### config.mk
export PLATFORM = sky130hd
export DESIGN_NAME = mem_access_stage
export DESIGN_NICKNAME = d
export VERILOG_FILES = /design/src/rtl/mem_access_stage.sv
export SDC_FILE = /design/constraint.sdc
export NUM_CORES = 1
export LEC_CHECK = 0
export CAP_MARGIN = 20
export CORE_AREA = 10 10 167 169
export DETAILED_ROUTE_END_ITERATION = 8
export DIE_AREA = 0 0 177 179
export MAX_ROUTING_LAYER = met4
export PLACE_DENSITY = 0.54
export SLEW_MARGIN = 5
export SYNTH_ARGS = -nofsm -noshare
export SYNTH_HDL_FRONTEND = slang
export SYNTH_SLANG_ARGS = --single-unit
### constraint.sdc
create_clock -name clk_Mem -period 3.4 [get_ports clk_Mem]
set_clock_uncertainty 0.05 [all_clocks]
set_input_delay 0.34 -clock clk_Mem [delete_from_list [all_inputs] [get_ports clk_Mem]]
set_output_delay 0.34 -clock clk_Mem [all_outputs]
set_load 0.02 [all_outputs]
### src/rtl/mem_access_stage.sv
// mem_access_stage: MEM pipeline stage with req/ack data-memory access, timeout abort and load extension
// Ports:
//   clk_Mem, rst_Mem (sync, active-low)
//   *_in_Mem        : instruction fields from EX/MEM
//   dmem_*          : registered request to data memory; dmem_ack/dmem_rdata back
//   stall_Mem       : freezes upstream stages while an access is outstanding
//   misalign_Mem    : pulse after a misaligned or illegal-funct3 access
//   bus_err_Mem     : pulse after an access aborted on timeout
//   *_out_Mem       : fields towards MEM/WB, valid/RegWrite gated on stall/abort/fault
module mem_access_stage #(
   parameter int TIMEOUT = 16
) (
   input  logic        clk_Mem,
   input  logic        rst_Mem,
   input  logic        valid_in_Mem,
   input  logic [31:0] PC_in_Mem,
   input  logic [31:0] inst_in_Mem,
   input  logic [31:0] PC4_in_Mem,
   input  logic [4:0]  Rd_addr_in_Mem,
   input  logic [31:0] ALU_in_Mem,
   input  logic [31:0] Rs2_data_in_Mem,
   input  logic        MemRead_in_Mem,
   input  logic        MemWrite_in_Mem,
   input  logic [2:0]  funct3_in_Mem,
   input  logic [1:0]  MemtoReg_in_Mem,
   input  logic        RegWrite_in_Mem,
   output logic        dmem_req,
   output logic        dmem_we,
   output logic [31:0] dmem_addr,
   output logic [3:0]  dmem_be,
   output logic [31:0] dmem_wdata,
   input  logic        dmem_ack,
   input  logic [31:0] dmem_rdata,
   output logic        stall_Mem,
   output logic        misalign_Mem,
   output logic        bus_err_Mem,
   output logic [31:0] PC_out_Mem,
   output logic [31:0] inst_out_Mem,
   output logic [31:0] PC4_out_Mem,
   output logic [4:0]  Rd_addr_out_Mem,
   output logic [31:0] ALU_out_Mem,
   output logic [1:0]  MemtoReg_out_Mem,
   output logic [31:0] Dmem_data_out_Mem,
   output logic        RegWrite_out_Mem,
   output logic        valid_out_Mem
);
   typedef enum logic {IDLE, WAIT} state_t;
   state_t state, state_n;
   logic [2:0] f3_q;
   logic [1:0] a_q;
   logic [7:0] cnt;
   logic mem_op, legal, bad, issue, ack, tmo, kill;
   logic is_byte, is_half;
   logic [7:0] lb;
   logic [15:0] lh;
   assign PC_out_Mem = PC_in_Mem;
   assign inst_out_Mem = inst_in_Mem;
   assign PC4_out_Mem = PC4_in_Mem;
   assign Rd_addr_out_Mem = Rd_addr_in_Mem;
   assign ALU_out_Mem = ALU_in_Mem;
   assign MemtoReg_out_Mem = MemtoReg_in_Mem;
   always_comb begin
      mem_op = valid_in_Mem & (MemRead_in_Mem | MemWrite_in_Mem);
      is_byte = funct3_in_Mem[1:0] == 2'b00;
      is_half = funct3_in_Mem[1:0] == 2'b01;
      // stores allow only 000..010; loads additionally allow the unsigned 100/101
      legal = MemWrite_in_Mem ? (!funct3_in_Mem[2] && funct3_in_Mem[1:0] != 2'b11)
                              : (funct3_in_Mem[1:0] != 2'b11 && funct3_in_Mem != 3'b110);
      bad = state == IDLE && mem_op && (!legal || (is_half && ALU_in_Mem[0])
            || (funct3_in_Mem[1:0] == 2'b10 && ALU_in_Mem[1:0] != 2'b00));
      issue = state == IDLE && mem_op && !bad;
      ack = state == WAIT && dmem_ack;
      tmo = state == WAIT && !dmem_ack && cnt == 8'(TIMEOUT - 1);
      state_n = issue ? WAIT : (ack || tmo) ? IDLE : state;
      stall_Mem = issue || (state == WAIT && !dmem_ack && !tmo);
      kill = stall_Mem || bad || tmo;
      valid_out_Mem = valid_in_Mem && !kill;
      RegWrite_out_Mem = RegWrite_in_Mem && !kill;
      lb = dmem_rdata[{a_q, 3'b000} +: 8];
      lh = a_q[1] ? dmem_rdata[31:16] : dmem_rdata[15:0];
      // f3_q[2] marks the unsigned load variants
      Dmem_data_out_Mem = !ack ? 32'h0 : f3_q[1] ? dmem_rdata
                        : f3_q[0] ? {{16{!f3_q[2] && lh[15]}}, lh}
                        : {{24{!f3_q[2] && lb[7]}}, lb};
   end
   always_ff @(posedge clk_Mem) begin
      if (!rst_Mem) begin
         state <= IDLE;
         cnt <= 8'h0;
         dmem_req <= 1'b0;
         dmem_we <= 1'b0;
         dmem_addr <= 32'h0;
         dmem_be <= 4'h0;
         dmem_wdata <= 32'h0;
         f3_q <= 3'b000;
         a_q <= 2'b00;
         misalign_Mem <= 1'b0;
         bus_err_Mem <= 1'b0;
      end else begin
         state <= state_n;
         misalign_Mem <= bad;
         bus_err_Mem <= tmo;
         if (issue) begin
            dmem_req <= 1'b1;
            dmem_we <= MemWrite_in_Mem;
            dmem_addr <= {ALU_in_Mem[31:2], 2'b00};
            dmem_be <= !MemWrite_in_Mem ? 4'b1111 : is_byte ? 4'b0001 << ALU_in_Mem[1:0]
                     : is_half ? (ALU_in_Mem[1] ? 4'b1100 : 4'b0011) : 4'b1111;
            dmem_wdata <= is_byte ? {4{Rs2_data_in_Mem[7:0]}}
                        : is_half ? {2{Rs2_data_in_Mem[15:0]}} : Rs2_data_in_Mem;
            f3_q <= funct3_in_Mem;
            a_q <= ALU_in_Mem[1:0];
            cnt <= 8'h0;
         end else if (ack || tmo) begin
            dmem_req <= 1'b0;
         end else if (state == WAIT) begin
            cnt <= cnt + 8'd1;
         end
      end
   end
endmodule

### Yosys cells after proc, flatten, opt, wreduce, memory -nomap -nowiden

Index checks and enable logic that the tools add are counted.
W data, S select, Z words.

* flip-flop bits (word level): 83
* input bits: 209

* add/sub/neg operators: 1
* equality and inequality tests: 5
* shift-type cells: 2
* mux-type cells: 13
* bitwise gates (word level): 5
* reductions and logical operators: 33

Operator list (number)
* $mux W32: 5
* $shiftx A32 B6 Y8: 1
* $mux W16: 1
* $mux W4: 4
* $logic_and A1 B1 Y1: 15
* $add A8 B1 Y8 const B: 1
* $eq A8 B4 Y1 const B: 1
* $logic_not A1 Y1: 7
* $logic_or A1 B1 Y1: 6
* $reduce_bool A2 Y1: 2
* $shl A1 B2 Y4 const A: 1
* $mux W1: 3
* $ne A3 B3 Y1 const B: 1
* $not A1 Y1: 3
* $eq A2 B1 Y1 const B: 1
* $eq A2 B2 Y1 const B: 1
* $logic_not A2 Y1: 1
* $ne A2 B2 Y1 const B: 1
* $reduce_and A2 Y1: 1
* $reduce_or A2 Y1: 1
* $and A1 B1 Y1: 1
* $or A1 B1 Y1: 1

### Depth between registers and ports, before layout

* depth after elaboration: 14
* gate-level depth with buffers: 8
* gate-level depth less buffers: 5

### Worst setup path before layout

OpenSTA, ideal clock, no wires.

* path kind: register to output
* start point: register f3_q[0]
* end point: output port Dmem_data_out_Mem[21]
* arrival time: 1.745 ns
* required time: 3.010 ns
* slack: 1.265 ns
* cell stages (with the launch flop): 7
* cell sequence: dfxtp_1 or2_2 and2_1 o21ba_2 buf_2 buf_6 nor3_1

* cells in the longest elaborated chain, start to end: 3

RTL lines
* start, declared: line 49 `logic [2:0] f3_q;`
* start signal, assigned: line 111 `f3_q <= funct3_in_Mem;`
* $mux W32: line 83 `: f3_q[0] ? {{16{!f3_q[2] && lh[15]}}, lh}`
* $mux W32 (2 in a row): line 82 `Dmem_data_out_Mem = !ack ? 32'h0 : f3_q[1] ? dmem_rdata`
* end, declared: line 43 `output logic [31:0] Dmem_data_out_Mem,`

No other way between the ends.

### Worst setup path in the final report

* start point: register f3_q[0]
* end point: output port Dmem_data_out_Mem[9]

The elaborated chain is that of the path after synthesis.

==> impl_metrics.py <==
metrics = {
    "layout": {
        "postLayoutCoreUtil": 0.2947,
        "area_delta_synth_final_pct": 37.62,
        "fill_cells": 2655,
        "layout.nets": 973,
        "layout-drive-gt1-share": 0.07161,
        "n_antenna_cell": 0,
        "final_common_cell": "clkdlybuf4s50_1",
        "layout.cells.non_filler": 1098,
        "final_cell_mix": "241 x clkdlybuf4s50_1, 97 x nand2_1, 83 x dfxtp_1, 67 x o21ai_0, 64 x nand3_1",
    },
    "route": {
        "viasPerCell": 4.478,
        "vias": 4917,
        "firstDrtPassIters": 4,
        "wl_per_cell_um": 18.72,
        "wl_mm": 20.55,
        "detail_route.iter0.violations": 168,
        "drc": 0,
        "ant_nets": 0,
    },
    "sta": {
        "fmax_ghz": 0.3168,
        "finalCritPeriodShare": 0.9285,
        "setup_slack_ns": 0.2432,
        "tightest_slew_ns": 0.7033,
        "rsz0062_at_grt": "false",
        "setup_viol": 0,
        "slew_headroom": 0.5305,
        "min_period_ns": 3.157,
        "setup_tns_ns": 0,
        "finalHoldViolations": 0,
        "slew_violations": 0,
    },
    "cts": {
        "cts_buffer_depth": 2,
        "cts-root-buf": "clkbuf_16",
        "cts_buffers": 9,
        "cts_setup_buffers": 0,
        "hold_buffers": 0,
        "cts_max_level": 3,
        "post_cts_resized": 0,
        "insertion_delay_ns": 0.34,
        "clkTransAtPathRegs_ns": 0.07,
        "cts_tree": "yes",
        "cts.sinks": 83,
    },
    "die": {
        "initial_utilization": 0.2141,
        "core-area_um2": 24750,
        "die_h_um": 179,
        "die_w_um": 177,
        "dieArea_um2": 31680,
        "num_rows": 58,
        "io_pins": 451,
    },
    "power": {
        "leakagePower_uw": 0.002734,
        "peakVddDrop_v": 0.0002089,
        "powerDensity_nw_per_um2": 368.0,
        "p_total_uw": 2684,
    },
    "critical_path": {
        "crit_chain": "nor2b_1, buf_4, and2_1, or4_4, o2bb2ai_1, clkdlybuf4s50_1",
        "start_kind": "flip-flop",
        "cp.arrival_ns": 2.77,
        "critPathCaptureType": "output port",
        "critical_path.slowest_cell": "dfxtp_1",
        "crit_fanout": 14,
        "critPathTopFamily": "buffers and inverters",
        "required_ns": 3.01,
        "worstPathBufferInverterCount": 2,
        "path_class": "flip-flop to output port",
        "cp_slowest_stage_delay_ns": 0.63,
    },
    "global_routing": {
        "grt_max_degree": 146,
        "grt_pass1_vias": 4893,
        "grt_pass1_wl_mm": 29.67,
        "grt_usage": 0.1259,
        "grt-ovfl-total": 0,
        "antenna_found_initial": 0,
    },
    "placed_design": {
        "dp_hpwl_mm": 15.86,
        "dp_cells": 1082,
        "portBuffers": 242,
        "gp_congestion": 0.8481,
        "pre_cts_ws_ns": 0.3345,
    },
    "synthesis": {
        "synth_ff_type": "dfxtp_1",
        "synth_cell_types": 44,
        "synth-edff-count": 0,
        "synthArstFlopShare": 0,
        "syn_area_per_cell_um2": 7.827,
        "syn_area_um2": 5299,
        "synthCells": 677,
        "ys_ff_latch": 83,
        "synth-seq-area-share": 0.3136,
        "ys_warn_count": 0,
    },
    "run": {
        "cap_violations": 0,
    },
    "run_status": {
        "status": "complete, no violations",
    },
    "min_path": {
        "hp-class": "flip-flop to flip-flop",
    },
}
==> area by class of cell <==
type,instances,area (µm²),share of cell area
clock buffers,10,229.0,0.03140
clock inverters,6,75.07,0.01030
inverters,3,11.26,0.001544
multi-input cells,402,2305,0.3161
flip-flops and latches,83,1662,0.2279
well taps,330,412.9,0.05662
repair buffers,264,2597,0.3562
==> through the flow <==
step                      instance area, µm²  hold WS (ns)
after floorplan                         5303        0.3995
after global placement                  6988        0.3875
after detailed placement                6988        0.3936
after CTS                               7292        0.4018
after global routing                    7292        0.4192
final                                   7292        0.3971
==> state kept, by name, summed over array words and instances, names as in the netlist, 2 cells and up <==
name and cells:
dmem_be 4, f3_q 3, dmem_wdata 32, dmem_addr 30, cnt 8, a_q 2
==> tightest hold or removal path, cell delays in order, from the launching register on <==
cell and delay [ns]:
dfxtp_1 0.31, nand2_1 0.05, o21ai_1 0.05
==> Yosys cell counts (10+ instances only) <==
cell	instances	area (µm²)
buf_6	10	112.6
mux2i_1	18	180.2
dfxtp_1	83	1662
nor2_1	12	45.04
nand3_1	64	320.3
clkbuf_1	28	105.1
o21ai_0	67	335.3
a21oi_1	20	100.1
nor3_1	26	130.1
nand2_1	97	364.1
buf_4	138	1036
o211a_1	19	190.2
==> cell families (layout without fill, tap and decap cells) <==
group                      count (synthesis)  after routing  synth area share
adders and majority gates                  1              1          0.002361
xor gates and xnor gates                   5              5          0.008264
muxes                                     19             19           0.03683
buffers and inverters                    193            283            0.2538
DFF                                       83             83            0.3136
other                                      1              2         0.0007077
AOI/OAI and AO/OA                        153            153            0.1936
and+or+nand+nor                          222            222            0.1908
==> per-layer routing <==
layer	wire length [µm]	global-route usage
met1	7835	0.1278
met5	0	-
met2	9707	0.1999
met3	2226	0.06403
met4	782	0.05884
==> where the power goes <==
group | internal (µW) | switching, µW
Clock | 580 | 459
Sequential | 1010 | 26.2
Combinational | 294 | 312
Total | 1890 | 797
==> path summary, 6_finish.rpt <==
path	startpoint	to	slack (ns)	cells past startpoint
worst max-delay path	f3_q[0]$_SDFFE_PN0P_	Dmem_data_out_Mem[9]	0.24	6
worst min-delay path	dmem_wdata[27]$_SDFFE_PN0P_	dmem_wdata[27]$_SDFFE_PN0P_	0.40	2
worst max register to register	dmem_req$_SDFFE_PN0P_	a_q[1]$_SDFFE_PN0P_	1.50	5
worst min register to register	dmem_wdata[27]$_SDFFE_PN0P_	dmem_wdata[27]$_SDFFE_PN0P_	0.40	2
(Power assumes the default switching activity.)
